### config.mk
export PLATFORM = sky130hd
export DESIGN_NAME = clock_set_ctrl
export DESIGN_NICKNAME = d
export VERILOG_FILES = /design/src/rtl/clock_set_ctrl.sv
export SDC_FILE = /design/constraint.sdc
export NUM_CORES = 1
export LEC_CHECK = 0
export ABC_AREA = 1
export BUFFER_PORTS_ARGS = -buffer_cell sky130_fd_sc_hd__buf_2
export CORE_MARGIN = 2
export CORE_UTILIZATION = 55
export CTS_BUF_LIST = sky130_fd_sc_hd__clkbuf_16
export DETAILED_ROUTE_END_ITERATION = 6
export GPL_ROUTABILITY_DRIVEN = 0
export PLACE_DENSITY = 0.89
export RECOVER_POWER = 50
export SETUP_SLACK_MARGIN = 0.5
export SLEW_MARGIN = 5
export SYNTH_ARGS = -nofsm -noshare
export SYNTH_HDL_FRONTEND = slang
export SYNTH_SLANG_ARGS = --single-unit
### constraint.sdc
create_clock -name clk -period 2.9 [get_ports clk]
set_input_delay 0.58 -clock clk [delete_from_list [all_inputs] [get_ports clk]]
set_output_delay 0.58 -clock clk [all_outputs]
set_load 0.05 [all_outputs]
### src/rtl/clock_set_ctrl.sv
// Set-mode controller for a 24h clock: button edge detect, edit FSM,
// inactivity timeout and one-cycle load strobe toward the time datapath.
module clock_set_ctrl #(
  parameter int TIMEOUT_TICKS = 10
) (
  input  logic       clk,
  input  logic       rst,
  input  logic       tick_1hz,
  input  logic       btn_mode,
  input  logic       btn_inc,
  input  logic [4:0] cur_hours,
  input  logic [5:0] cur_minutes,
  output logic       run_en,
  output logic       ld,
  output logic [4:0] ld_hours,
  output logic [5:0] ld_minutes,
  output logic [5:0] ld_seconds,
  output logic [1:0] mode,
  output logic       blink
);

  typedef enum logic [1:0] {
    RUN     = 2'b00,
    SET_HR  = 2'b01,
    SET_MIN = 2'b10,
    COMMIT  = 2'b11
  } state_t;

  localparam int TW = $clog2(TIMEOUT_TICKS + 1);
  localparam logic [TW-1:0] T_LAST = TW'(TIMEOUT_TICKS - 1);

  state_t        state;
  state_t        nstate;
  logic          mode_prev;
  logic          inc_prev;
  logic          mode_e;
  logic          inc_e;
  logic          editing;
  logic          expire;
  logic [4:0]    edit_hr;
  logic [5:0]    edit_min;
  logic [TW-1:0] tcnt;
  logic          run_en_d;
  logic          ld_d;
  logic          blink_d;

  assign mode_e  = btn_mode & ~mode_prev;
  assign inc_e   = btn_inc & ~inc_prev;
  assign editing = (state == SET_HR) || (state == SET_MIN);

  // Any button edge restarts the idle window, even on the terminal tick.
  assign expire = editing & tick_1hz & ~mode_e & ~inc_e
                & (tcnt == T_LAST);

  always_ff @(posedge clk) begin
    if (!rst) state <= RUN;
    else      state <= nstate;
  end

  always_comb begin
    nstate = state;
    unique case (state)
      RUN:     if (mode_e) nstate = SET_HR;
      SET_HR: begin
        if (mode_e)      nstate = SET_MIN;
        else if (expire) nstate = RUN;
      end
      SET_MIN: begin
        if (mode_e)      nstate = COMMIT;
        else if (expire) nstate = RUN;
      end
      COMMIT:  nstate = RUN;
      default: nstate = RUN;
    endcase
  end

  always_comb begin
    run_en_d = (nstate == RUN);
    ld_d     = (nstate == COMMIT);
    blink_d  = 1'b0;
    if (nstate == SET_HR || nstate == SET_MIN) begin
      if (nstate != state)  blink_d = 1'b1;
      else if (tick_1hz)    blink_d = ~blink;
      else                  blink_d = blink;
    end
  end

  always_ff @(posedge clk) begin
    if (!rst) begin
      mode_prev <= 1'b1;
      inc_prev  <= 1'b1;
      run_en    <= 1'b1;
      ld        <= 1'b0;
      blink     <= 1'b0;
      edit_hr   <= '0;
      edit_min  <= '0;
      tcnt      <= '0;
    end else begin
      mode_prev <= btn_mode;
      inc_prev  <= btn_inc;
      run_en    <= run_en_d;
      ld        <= ld_d;
      blink     <= blink_d;
      unique case (state)
        RUN: if (mode_e) begin
          edit_hr  <= cur_hours;
          edit_min <= cur_minutes;
        end
        SET_HR: if (inc_e && !mode_e) begin
          edit_hr <= (edit_hr == 5'd23) ? 5'd0 : edit_hr + 5'd1;
        end
        SET_MIN: if (inc_e && !mode_e) begin
          edit_min <= (edit_min == 6'd59) ? 6'd0 : edit_min + 6'd1;
        end
        default: ;
      endcase
      if (!editing || mode_e || inc_e || expire) tcnt <= '0;
      else if (tick_1hz)                         tcnt <= tcnt + 1'b1;
    end
  end

  assign mode       = state;
  assign ld_hours   = edit_hr;
  assign ld_minutes = edit_min;
  assign ld_seconds = 6'd0;

endmodule

# Word level (Yosys, flattened, before mapping)
# Cells that the tools add are included.
# W data, S select, Z words.
# op_classes
n_addsub,3
reduce_logical,17
eq_ne,13
n_bitwise,12
muxes,15
# ops
op,count
$mux W6,3
$mux W5,3
$pmux W6 S2,1
$pmux W5 S2,1
$eq A2 B2 Y1 const B,4
$mux W2,4
$pmux W2 S4,1
$add A6 B1 Y6 const B,1
$and A1 B1 Y1,6
$eq A6 B6 Y1 const B,1
$not A1 Y1,6
$reduce_and A3 Y1,2
$reduce_bool A2 Y1,3
$add A5 B1 Y5 const B,1
$eq A5 B5 Y1 const B,1
$logic_or A1 B1 Y1,5
$add A4 B1 Y4 const B,1
$eq A2 B1 Y1 const B,2
$eq A4 B4 Y1 const B,1
$logic_not A2 Y1,2
$ne A2 B1 Y1 const B,2
$logic_not A1 Y1,2
$mux W1,2
$ne A2 B2 Y1,1
other kinds (4),4
# word_totals
register_bits,22
output_inout_bits,22

# Longest topological paths before layout
# Gate-level depths: netlist of run 1.
# logic_depth
depth_word,12
mapped_depth,12
mapped_depth_nobuf,12

# Worst setup path after synthesis of run 1
# No wires, ideal clock.
# synth_path
path_kind,register to register
startpoint,register state[1] (netlist: mode[1])
endpoint,register run_en
setup_ns,0.123
required_time_ns,2.777
setup_slack_ns,0.731
path_stages_with_launch,11
arrival_ns,2.046
path_cell_list,dfxtp_1 inv_1 ha_1 inv_2 o21ai_0 nor2_1 nand2_1 o21ai_2 inv_2 ha_1 or2_2
# synth_between
elab_chain_cells,10
elab_cells_between_ends,15
# synth_lines
element,line,rtl
from (decl),32,state_t state;
from (signal assigned),57,else state <= nstate;
$eq A2 B1 Y1 / $eq A2 B2 Y1 (equally long branches),"49, 62",
$logic_or A1 B1 Y1,49,assign editing = (state == SET_HR) || (state == SET_MIN);
$and A1 B1 Y1 (3 in a row),52,assign expire = editing & tick_1hz & ~mode_e & ~inc_e
$and A1 B1 Y1,53,& (tcnt == T_LAST);
$mux W2,"66, 70",
"$mux W2, on equally long branches","69, 65",
$pmux W2 S4 *,62,unique case (state)
named net nstate[1],33,state_t nstate;
$logic_not A2 Y1 *,78,run_en_d = (nstate == RUN);
named net run_en_d,43,logic run_en_d;
to (signal assigned),101,run_en <= run_en_d;
to (decl),13,"output logic run_en,"
# Mark *: on every way through the listed nets, which the timed path passes. The rest lies on a longest branch.
# A chain may end at the register's enable or synchronous reset.

# Worst setup path after layout of run 1
# layout_path
startpoint,register state[1] (netlist: mode[1])
endpoint,register blink
# layout_between
elab_chain_cells,12
elab_cells_between_ends,21
# layout_lines
element,line,rtl
$eq A2 B1 Y1 / $eq A2 B2 Y1 (equally long branches),"49, 62",
$logic_or A1 B1 Y1,49,
$and A1 B1 Y1 (3 in a row),52,
$and A1 B1 Y1,53,
$mux W2,"66, 70",
"$mux W2, on equally long branches","69, 65",
$pmux W2 S4,62,
$eq A2 B1 Y1 / $eq A2 B2 Y1 (equally long branches),81,if (nstate == SET_HR || nstate == SET_MIN) begin
$logic_or A1 B1 Y1,81,
$reduce_and A2 Y1 (no line),--,
to (signal assigned),103,blink <= blink_d;
to (decl),19,output logic blink
# Parallel ways exist; a longest one is shown, timed or not.

==> flow_summary.json, run 1 <==
{
  "wl_per_cell_um": 10.98,
  "timing.clock.skew_ns": 0.005778,
  "crit_family": "simple AND/OR/NAND/NOR gates",
  "tritoncts": "done",
  "crit_path_cells": "inv_1 > ha_1 > a21boi_0 > nand3_2 > nand2_1 > nand2_1 > nand2_2 > ha_1 > nand2_1 > nor2_1",
  "grt_remaining_overflow": 0,
  "grt_antenna_before_repair": 0,
  "start_kind": "flop",
  "report.final.hold_viol_count": 0,
  "total_area_of_sequential_cells_um2": 440.4,
  "total_leakage_power_nw": 0.7015,
  "worst_hold_path.endpoint": "tcnt[2]",
  "grtUsageTotal_pct": 21.59,
  "timing.critical_path.mode_cell": "sky130_fd_sc_hd__nand2_1",
  "r2r-start": "mode[1]",
  "finish.net_count": 244,
  "area_growth_pct": 15.38,
  "postSynthAreaPerCell_um2": 7.305,
  "synth_seq_area_share_pct": 32.41,
  "min_period_ns": 2.060,
  "peakVddDrop_uv": 285.3,
  "netlist.top_cell.by_area": "sky130_fd_sc_hd__dfxtp_1",
  "number_of_synthesized_register_bits": 22,
  "max-slew-margin-rel_pct": 60.37,
  "cp.arrival_ns": 2.21,
  "timing.setup.tns_ns": 0,
  "fin_hold_ws_ns": 0.4728,
  "die_width_um": 53.71,
  "layout.filler_cells": 225,
  "die_h_um": 53.71,
  "multiInputGateArea_um2": 785.8,
  "run_status": "completed",
  "detailed_placer_s_ending_hpwl_um": 1977,
  "route.detailed.vias_per_inst": 5.154,
  "clock_pin_slew_on_the_worst_setup_and_hold_paths_ns": 0.05,
  "vias_in_the_first_global_route": 1090,
  "clockRootBuffer": "sky130_fd_sc_hd__clkbuf_16",
  "core_area_mm2": 0.002410,
  "antennaDiodeCount": 0,
  "cts_bufs_inserted": 3,
  "synth.lib_cells_used.distinct": 33,
  "num_rows": 18,
  "slowest_delay_ns": 0.43,
  "powerDensity_mw_per_mm2": 515.0,
  "cap_violations": 0,
  "hp-start": "tcnt[2]",
  "cts_hold_buf": 0,
  "cts_resized": 0,
  "start_util_pct": 56.39,
  "dominant_cells_by_area_after_synthesis": "sky130_fd_sc_hd__dfxtp_1 32%, sky130_fd_sc_hd__nand2_1 9.1%, sky130_fd_sc_hd__ha_1 8.3%, sky130_fd_sc_hd__nor2_1 5.2%, sky130_fd_sc_hd__nand3_1 5.2%",
  "hold-path-cell-count": 2,
  "dr_total_vias": 1273,
  "endpoint_kind": "flop",
  "final_antenna_net_count": 0,
  "hold_class": "reg -> reg",
  "syn-instance-count": 186,
  "rsz0062_at_grt": "no",
  "crit_start": "mode[1]",
  "ioPinCount": 38,
  "cts-htree-levels": 1,
  "report.final.setup_viol": 0,
  "dp_slack_ns": 0.9539,
  "detailedRoute.firstPassIterationCount": 4,
  "clkSinkCount": 22,
  "max_freq_ghz": 0.4854,
  "final_critical_path_setup_slack_ns": 0.8396,
  "port_buffers": 31,
  "netlist.area_leader.share_pct": 32.41,
  "post_cts_buffers": 0,
  "ff2ff_path_depth": 10,
  "drive_above_1_share_pct": 17.97,
  "global_route_wire_length_before_repair_um": 4554,
  "path_buf_inv": 1,
  "criticalPathCategory": "reg -> reg",
  "synthesis.yosys.warnings": 0,
  "worstPathMaxFanout": 5,
  "register_to_register_setup_slack_ns": 0.84,
  "crit_slowest_cell": "sky130_fd_sc_hd__dfxtp_1",
  "dieArea_mm2": 0.002884,
  "drt_wl_total_um": 2713,
  "report.power.total_w": 0.0008073,
  "timing.rr.end": "blink",
  "maxSlewViolCount": 0,
  "synth.cell_area_mm2": 0.001359,
  "grt_start_max_net_pins": 14,
  "cts.path.max_buffers": 2,
  "worst_slew_pin_tran_ns": 0.5970,
  "detail_route.drc_violations": 0,
  "clock_latency_ns": 0.26,
  "timing.final.crit_share_pct": 71.05,
  "crit_required_ns": 3.05,
  "detail_route.iter0.violations": 31
}
tightest hold or removal path: stages, from the launching register on:
cell,delay [ns]
sky130_fd_sc_hd__dfxtp_1,0.31
sky130_fd_sc_hd__nand2_1,0.06
sky130_fd_sc_hd__a21oi_1,0.05
report_power, final:
group | switching [W] | total, W | internal, W | leakage [nW]
registers | 0.0000199 | 0.000340 | 0.000320 | 0.180
logic | 0.000134 | 0.000181 | 0.0000467 | 0.485
clock network | 0.000104 | 0.000286 | 0.000182 | 0.0370
Yosys cell counts:
master and number:
sky130_fd_sc_hd__conb_1 1, sky130_fd_sc_hd__nand3_2 1, sky130_fd_sc_hd__a211oi_1 3, sky130_fd_sc_hd__inv_2 6, sky130_fd_sc_hd__clkinv_2 1, sky130_fd_sc_hd__nand4_1 3, sky130_fd_sc_hd__a21oi_1 10, sky130_fd_sc_hd__o211a_1 3
sky130_fd_sc_hd__xnor2_1 4, sky130_fd_sc_hd__buf_4 7, sky130_fd_sc_hd__mux2i_1 1, sky130_fd_sc_hd__o21ai_2 1, sky130_fd_sc_hd__nand2_4 1, sky130_fd_sc_hd__a21oi_4 1, sky130_fd_sc_hd__o21ai_1 4, sky130_fd_sc_hd__a21oi_2 1
sky130_fd_sc_hd__nand2_2 4, sky130_fd_sc_hd__nor2_1 19, sky130_fd_sc_hd__nor3_1 1, sky130_fd_sc_hd__nor2_4 1, sky130_fd_sc_hd__dfxtp_1 22, sky130_fd_sc_hd__nand2_1 33, sky130_fd_sc_hd__nor3b_1 1, sky130_fd_sc_hd__clkinv_1 1
sky130_fd_sc_hd__clkbuf_1 1, sky130_fd_sc_hd__o21ai_0 6, sky130_fd_sc_hd__ha_1 9, sky130_fd_sc_hd__xor2_1 3, sky130_fd_sc_hd__nand3_1 14, sky130_fd_sc_hd__inv_1 17, sky130_fd_sc_hd__or2_2 3, sky130_fd_sc_hd__a21boi_1 1
sky130_fd_sc_hd__nor2_2 2
metal layers:
layer  wire (um)  part of all wire, %  vias to the layer above  track usage (%)
met5           0                    0                        -                0
met4          40                  1.5                        0            7.692
met3         161                  5.9                        5            3.333
met2        1264                   47                       42            36.38
met1        1246                   46                      575            27.74
li1            -                    -                      651                -
cells by family after synthesis:
| group | share of synthesized area (%) |
|---|---|
| AND/OR/NAND/NOR | 28.36 |
| buffers and inverters | 11.14 |
| AO/OA/AOI/OAI | 14.27 |
| XOR/XNOR | 4.512 |
| flip-flops | 32.41 |
| adder cells (fa/ha/maj) | 8.287 |
| multiplexers | 0.7367 |
| other | 0.2760 |
sequential cells by signal, summed over array words and instances (netlist names):
name / cells
blink: 1
inc_prev: 1
ld: 1
ld_hours: 5
ld_minutes: 6
mode: 2
mode_prev: 1
run_en: 1
tcnt: 4
cell usage in the layout (no fill, tap or decap), types with 6 or more instances in the layout:
cell type	netlist	final
sky130_fd_sc_hd__conb_1	1	6
sky130_fd_sc_hd__nand2_1	33	33
sky130_fd_sc_hd__nor2_1	19	19
sky130_fd_sc_hd__clkbuf_1	1	17
sky130_fd_sc_hd__ha_1	9	9
sky130_fd_sc_hd__dfxtp_1	22	22
sky130_fd_sc_hd__buf_2	0	14
sky130_fd_sc_hd__inv_2	6	6
sky130_fd_sc_hd__nand3_1	14	14
sky130_fd_sc_hd__a21oi_1	10	10
sky130_fd_sc_hd__o21ai_0	6	6
sky130_fd_sc_hd__inv_1	17	17
worst max-delay path by stage:
stage          depth (start not counted)  slack, ns      to
2_1_floorplan                         10       0.73  run_en
3_3_place_gp                          10       1.04  run_en
3_5_place_dp                          10       0.95  run_en
4_1_cts                               10       0.89  run_en
5_1_grt                               11       0.66      ld
6_report                              10       0.84   blink
area by class of cell:
cell class	count	share of cell area (%)
Clock buffer	3	4.789
Inverter	25	6.065
Multi-Input combinational cell	136	50.12
Sequential cell	22	28.09
Tap cell	30	2.394
Timing Repair Buffer	31	8.539
metrics by stage:
stage | cell area (um^2) | std cells | util (%)
CTS | 1589 | 247 | 65.94
detailed placement | 1514 | 244 | 62.82
global placement | 1514 | 244 | 62.82
global route | 1568 | 247 | 65.06
finish | 1568 | 247 | 65.06
floorplan | 1378 | 191 | -
Power figures use the tool's default switching activity.
==> run 2, diff against run 1 <==
--- a/config.mk
+++ b/config.mk
@@ -5,14 +5,14 @@
 export SDC_FILE = /design/constraint.sdc
 export NUM_CORES = 1
 export LEC_CHECK = 0
-export ABC_AREA = 1
+export ABC_AREA = 0
 export BUFFER_PORTS_ARGS = -buffer_cell sky130_fd_sc_hd__buf_2
 export CORE_MARGIN = 2
-export CORE_UTILIZATION = 55
+export CORE_UTILIZATION = 52
 export CTS_BUF_LIST = sky130_fd_sc_hd__clkbuf_16
 export DETAILED_ROUTE_END_ITERATION = 6
 export GPL_ROUTABILITY_DRIVEN = 0
-export PLACE_DENSITY = 0.89
+export PLACE_DENSITY = 0.84
 export RECOVER_POWER = 50
 export SETUP_SLACK_MARGIN = 0.5
 export SLEW_MARGIN = 5
==> constraint.sdc (replaced) <==
create_clock -name clk -period 1.9 [get_ports clk]
set_input_delay 0.38 -clock clk [delete_from_list [all_inputs] [get_ports clk]]
set_output_delay 0.38 -clock clk [all_outputs]
set_load 0.05 [all_outputs]
==> flow_summary.json, run 2 <==
{
  "synth_seq_area_share_pct": 31.54,
  "cap_violations": 0,
  "grt.busiest_layer": "met2",
  "power_report.internal_total_w": 0.001074,
  "num_rows": 18,
  "cts_bufs_inserted": 3,
  "route.detailed.vias_per_inst": 6.127,
  "clkSinkCount": 22,
  "synth_top_cells_by_count": "22 x sky130_fd_sc_hd__dfxtp_1, 15 x sky130_fd_sc_hd__nor2_1, 13 x sky130_fd_sc_hd__nand2_1, 9 x sky130_fd_sc_hd__ha_1, 8 x sky130_fd_sc_hd__nand2b_1",
  "detail_route.iter0.violations": 66,
  "powerDensity_mw_per_mm2": 707.7,
  "wl_per_cell_um": 18.79,
  "report.final.hold_viol_count": 0,
  "antennaDiodeCount": 0,
  "cts.path.max_buffers": 2,
  "async_reset_ff_share_pct": 0,
  "dieArea_mm2": 0.003116,
  "total_leakage_power_nw": 0.8881,
  "port_buffers": 31,
  "worst_slew_pin_tran_ns": 0.4879,
  "globalRouteMet1Util_pct": 30.03,
  "clockRootBuffer": "sky130_fd_sc_hd__clkbuf_16",
  "violations": "setup timing",
  "fin_hold_ws_ns": 0.3335,
  "criticalPathCategory": "reg -> reg",
  "final_critical_path_setup_slack_ns": -0.02137,
  "min_period_ns": 1.921,
  "post-synth-top-count-cell": "sky130_fd_sc_hd__dfxtp_1",
  "start_kind": "flop",
  "place_area_mm2": 0.001759,
  "start_util_pct": 55.36,
  "grt_remaining_overflow": 0,
  "die_width_um": 55.82,
  "endpoint_kind": "flop",
  "power_frac_clock_pct": 39.6,
  "max-slew-margin-rel_pct": 67.05,
  "share_seq_of_total_power_pct": 32.9,
  "netlist.area_leader.share_pct": 31.54,
  "area_growth_pct": 56.63,
  "power.net_switching_w": 0.0004741,
  "ioPinCount": 38,
  "final_antenna_net_count": 0,
  "cts_hold_buf": 0,
  "placedCellCount": 230,
  "grt_antenna_before_repair": 0,
  "detailedRoute.firstPassIterationCount": 4,
  "vias_in_the_first_global_route": 1413,
  "commonest_non_fill_non_tap_cell_in_the_layout": "sky130_fd_sc_hd__buf_2",
  "clock_pin_slew_on_the_worst_setup_and_hold_paths_ns": 0.07,
  "hold_class": "in -> reg",
  "core_area_mm2": 0.002522,
  "portion_of_total_power_attributed_to_combinational_logic_pct": 27.6,
  "layout_common_cells": "25 x sky130_fd_sc_hd__buf_2, 23 x sky130_fd_sc_hd__buf_4, 18 x sky130_fd_sc_hd__dfxtp_1",
  "use_met2_pct": 48.98,
  "global_route_wire_length_before_repair_um": 6617,
  "report.final.setup_viol": 3,
  "netlist.top_cell.by_area": "sky130_fd_sc_hd__dfxtp_1",
  "synth.lib_cells_used.distinct": 52,
  "worstPathMaxFanout": 4,
  "detail_route.drc_violations": 0,
  "timing.final.crit_share_pct": 101.1,
  "timing.clock.skew_ns": 0.009949,
  "detailed_placer_s_ending_hpwl_um": 2497,
  "cp.arrival_ns": 2.12,
  "dominant_cells_by_area_after_synthesis": "sky130_fd_sc_hd__dfxtp_1 32%, sky130_fd_sc_hd__ha_1 8.1%, sky130_fd_sc_hd__nor2_1 4.0%, sky130_fd_sc_hd__nand2b_1 3.6%, sky130_fd_sc_hd__nand2_1 3.5%",
  "dr_total_vias": 1538,
  "maxSlewViolCount": 0,
  "postSynthAreaPerCell_um2": 8.619,
  "drt_wl_total_um": 4716,
  "crit_required_ns": 2.10,
  "drive_above_1_share_pct": 52.04,
  "report.power.total_w": 0.001548,
  "final_cells": 251,
  "largest_register_ff_count": 6,
  "peakVddDrop_uv": 1022,
  "clock_latency_ns": 0.27,
  "fin_util_pct": 86.71,
  "groute.layer.met3.usage_pct": 6.512,
  "fin_area_mm2": 0.002187,
  "grtUsageTotal_pct": 26.94,
  "syn-instance-count": 162,
  "cts-htree-levels": 1,
  "finish.net_count": 247,
  "rsz0062_at_grt": "yes",
  "max_freq_ghz": 0.5205,
  "grt_start_max_net_pins": 14,
  "edff_count_synth": 0,
  "switching_share_pct": 30.63,
  "synth.cell_area_mm2": 0.001396,
  "number_of_synthesized_register_bits": 22,
  "synthesis.yosys.warnings": 0,
  "tritoncts": "done",
  "ys_dominant_reg_cell": "sky130_fd_sc_hd__dfxtp_1",
  "die_h_um": 55.82,
  "run_status": "finished, violations left"
}
-- run 2: changes by cell type in the layout (fill, tap and decap cells not counted), sizes merged, moves of 8 or more --
cell / delta
inv: -16
nand3: -10
buf: +45
clkbuf: -14
nand2b: +8
nand2: -25
-- run 2: what timing repair did --
action / 4_1_cts / 5_1_grt
gates cloned: 0 / 1
buffers inserted: 11 / 5
gates resized for setup: 11 / 38
endpoints found under the setup margin: 16 / 25
pin swaps: 12 / 11
-- run 2: final cells by class --
class / instances / area [um^2]
Multi-Input combinational cell: 124 / 1087
Clock inverter: 1 / 30.03
Fill cell: 125 / 335.3
Tap cell: 30 / 37.54
Sequential cell: 22 / 450.4
Clock buffer: 3 / 75.07
Inverter: 9 / 46.29
Timing Repair Buffer: 62 / 460.4
-- run 2: path summary, 6_finish.rpt --
| check | start | endpoint | slack [ns] | cells after the start |
|---|---|---|---|---|
| worst max register to register | tcnt[1] | blink | -0.02 | 10 |
| worst min-delay path | btn_inc | inc_prev | 0.33 | 2 |
| worst max-delay path | tcnt[1] | blink | -0.02 | 10 |
| worst min register to register | ld_minutes[5] | ld_minutes[5] | 0.52 | 2 |
-- run 2: cell families after synthesis --
group                      share of synthesized area, %
and+or+nand+nor                                   24.46
muxes                                             1.434
adders and majority gates                         8.065
xor gates and xnor gates                          3.764
AOI/OAI and AO/OA                                 22.40
DFF                                               31.54
other                                            0.2686
buffers and inverters                             8.065
-- run 2: routing by layer --
layer | vias to the layer above | wire length, um
li1 | 692 | -
met1 | 723 | 1780
met2 | 98 | 2395
met3 | 25 | 333
met4 | 0 | 207
met5 | - | 0
-- run 2: worst max-delay path, stage by stage, from the launching register on --
cell,delay (ns)
sky130_fd_sc_hd__dfxtp_2,0.33
sky130_fd_sc_hd__inv_2,0.04
sky130_fd_sc_hd__ha_4,0.14
sky130_fd_sc_hd__and4b_2,0.24
sky130_fd_sc_hd__nand4_1,0.13
sky130_fd_sc_hd__a21oi_2,0.09
sky130_fd_sc_hd__or2_4,0.24
sky130_fd_sc_hd__ha_4,0.26
sky130_fd_sc_hd__nand2_2,0.05
sky130_fd_sc_hd__or2_4,0.23
sky130_fd_sc_hd__o22ai_1,0.10
-- run 2: power groups by stage --
stage | Clock, W | Sequential (W) | Combinational (W)
3_3_place_gp | 0 | 0.000514 | 0.000315
3_5_place_dp | 0 | 0.000516 | 0.000326
5_1_grt | 0.000633 | 0.000510 | 0.000450
2_1_floorplan | 0 | 0.000577 | 0.000190
6_report | 0.000612 | 0.000509 | 0.000427
4_1_cts | 0.000604 | 0.000504 | 0.000361
-- run 2: through the flow --
stage	setup WS [ns]	setup TNS [ns]
2_1_floorplan	-0.01643	-0.01643
3_3_place_gp	0.01583	0
3_5_place_dp	-0.05540	-0.05540
4_1_cts	0.01398	0
5_1_grt	-0.07582	-0.1014
6_report	-0.02137	-0.02420
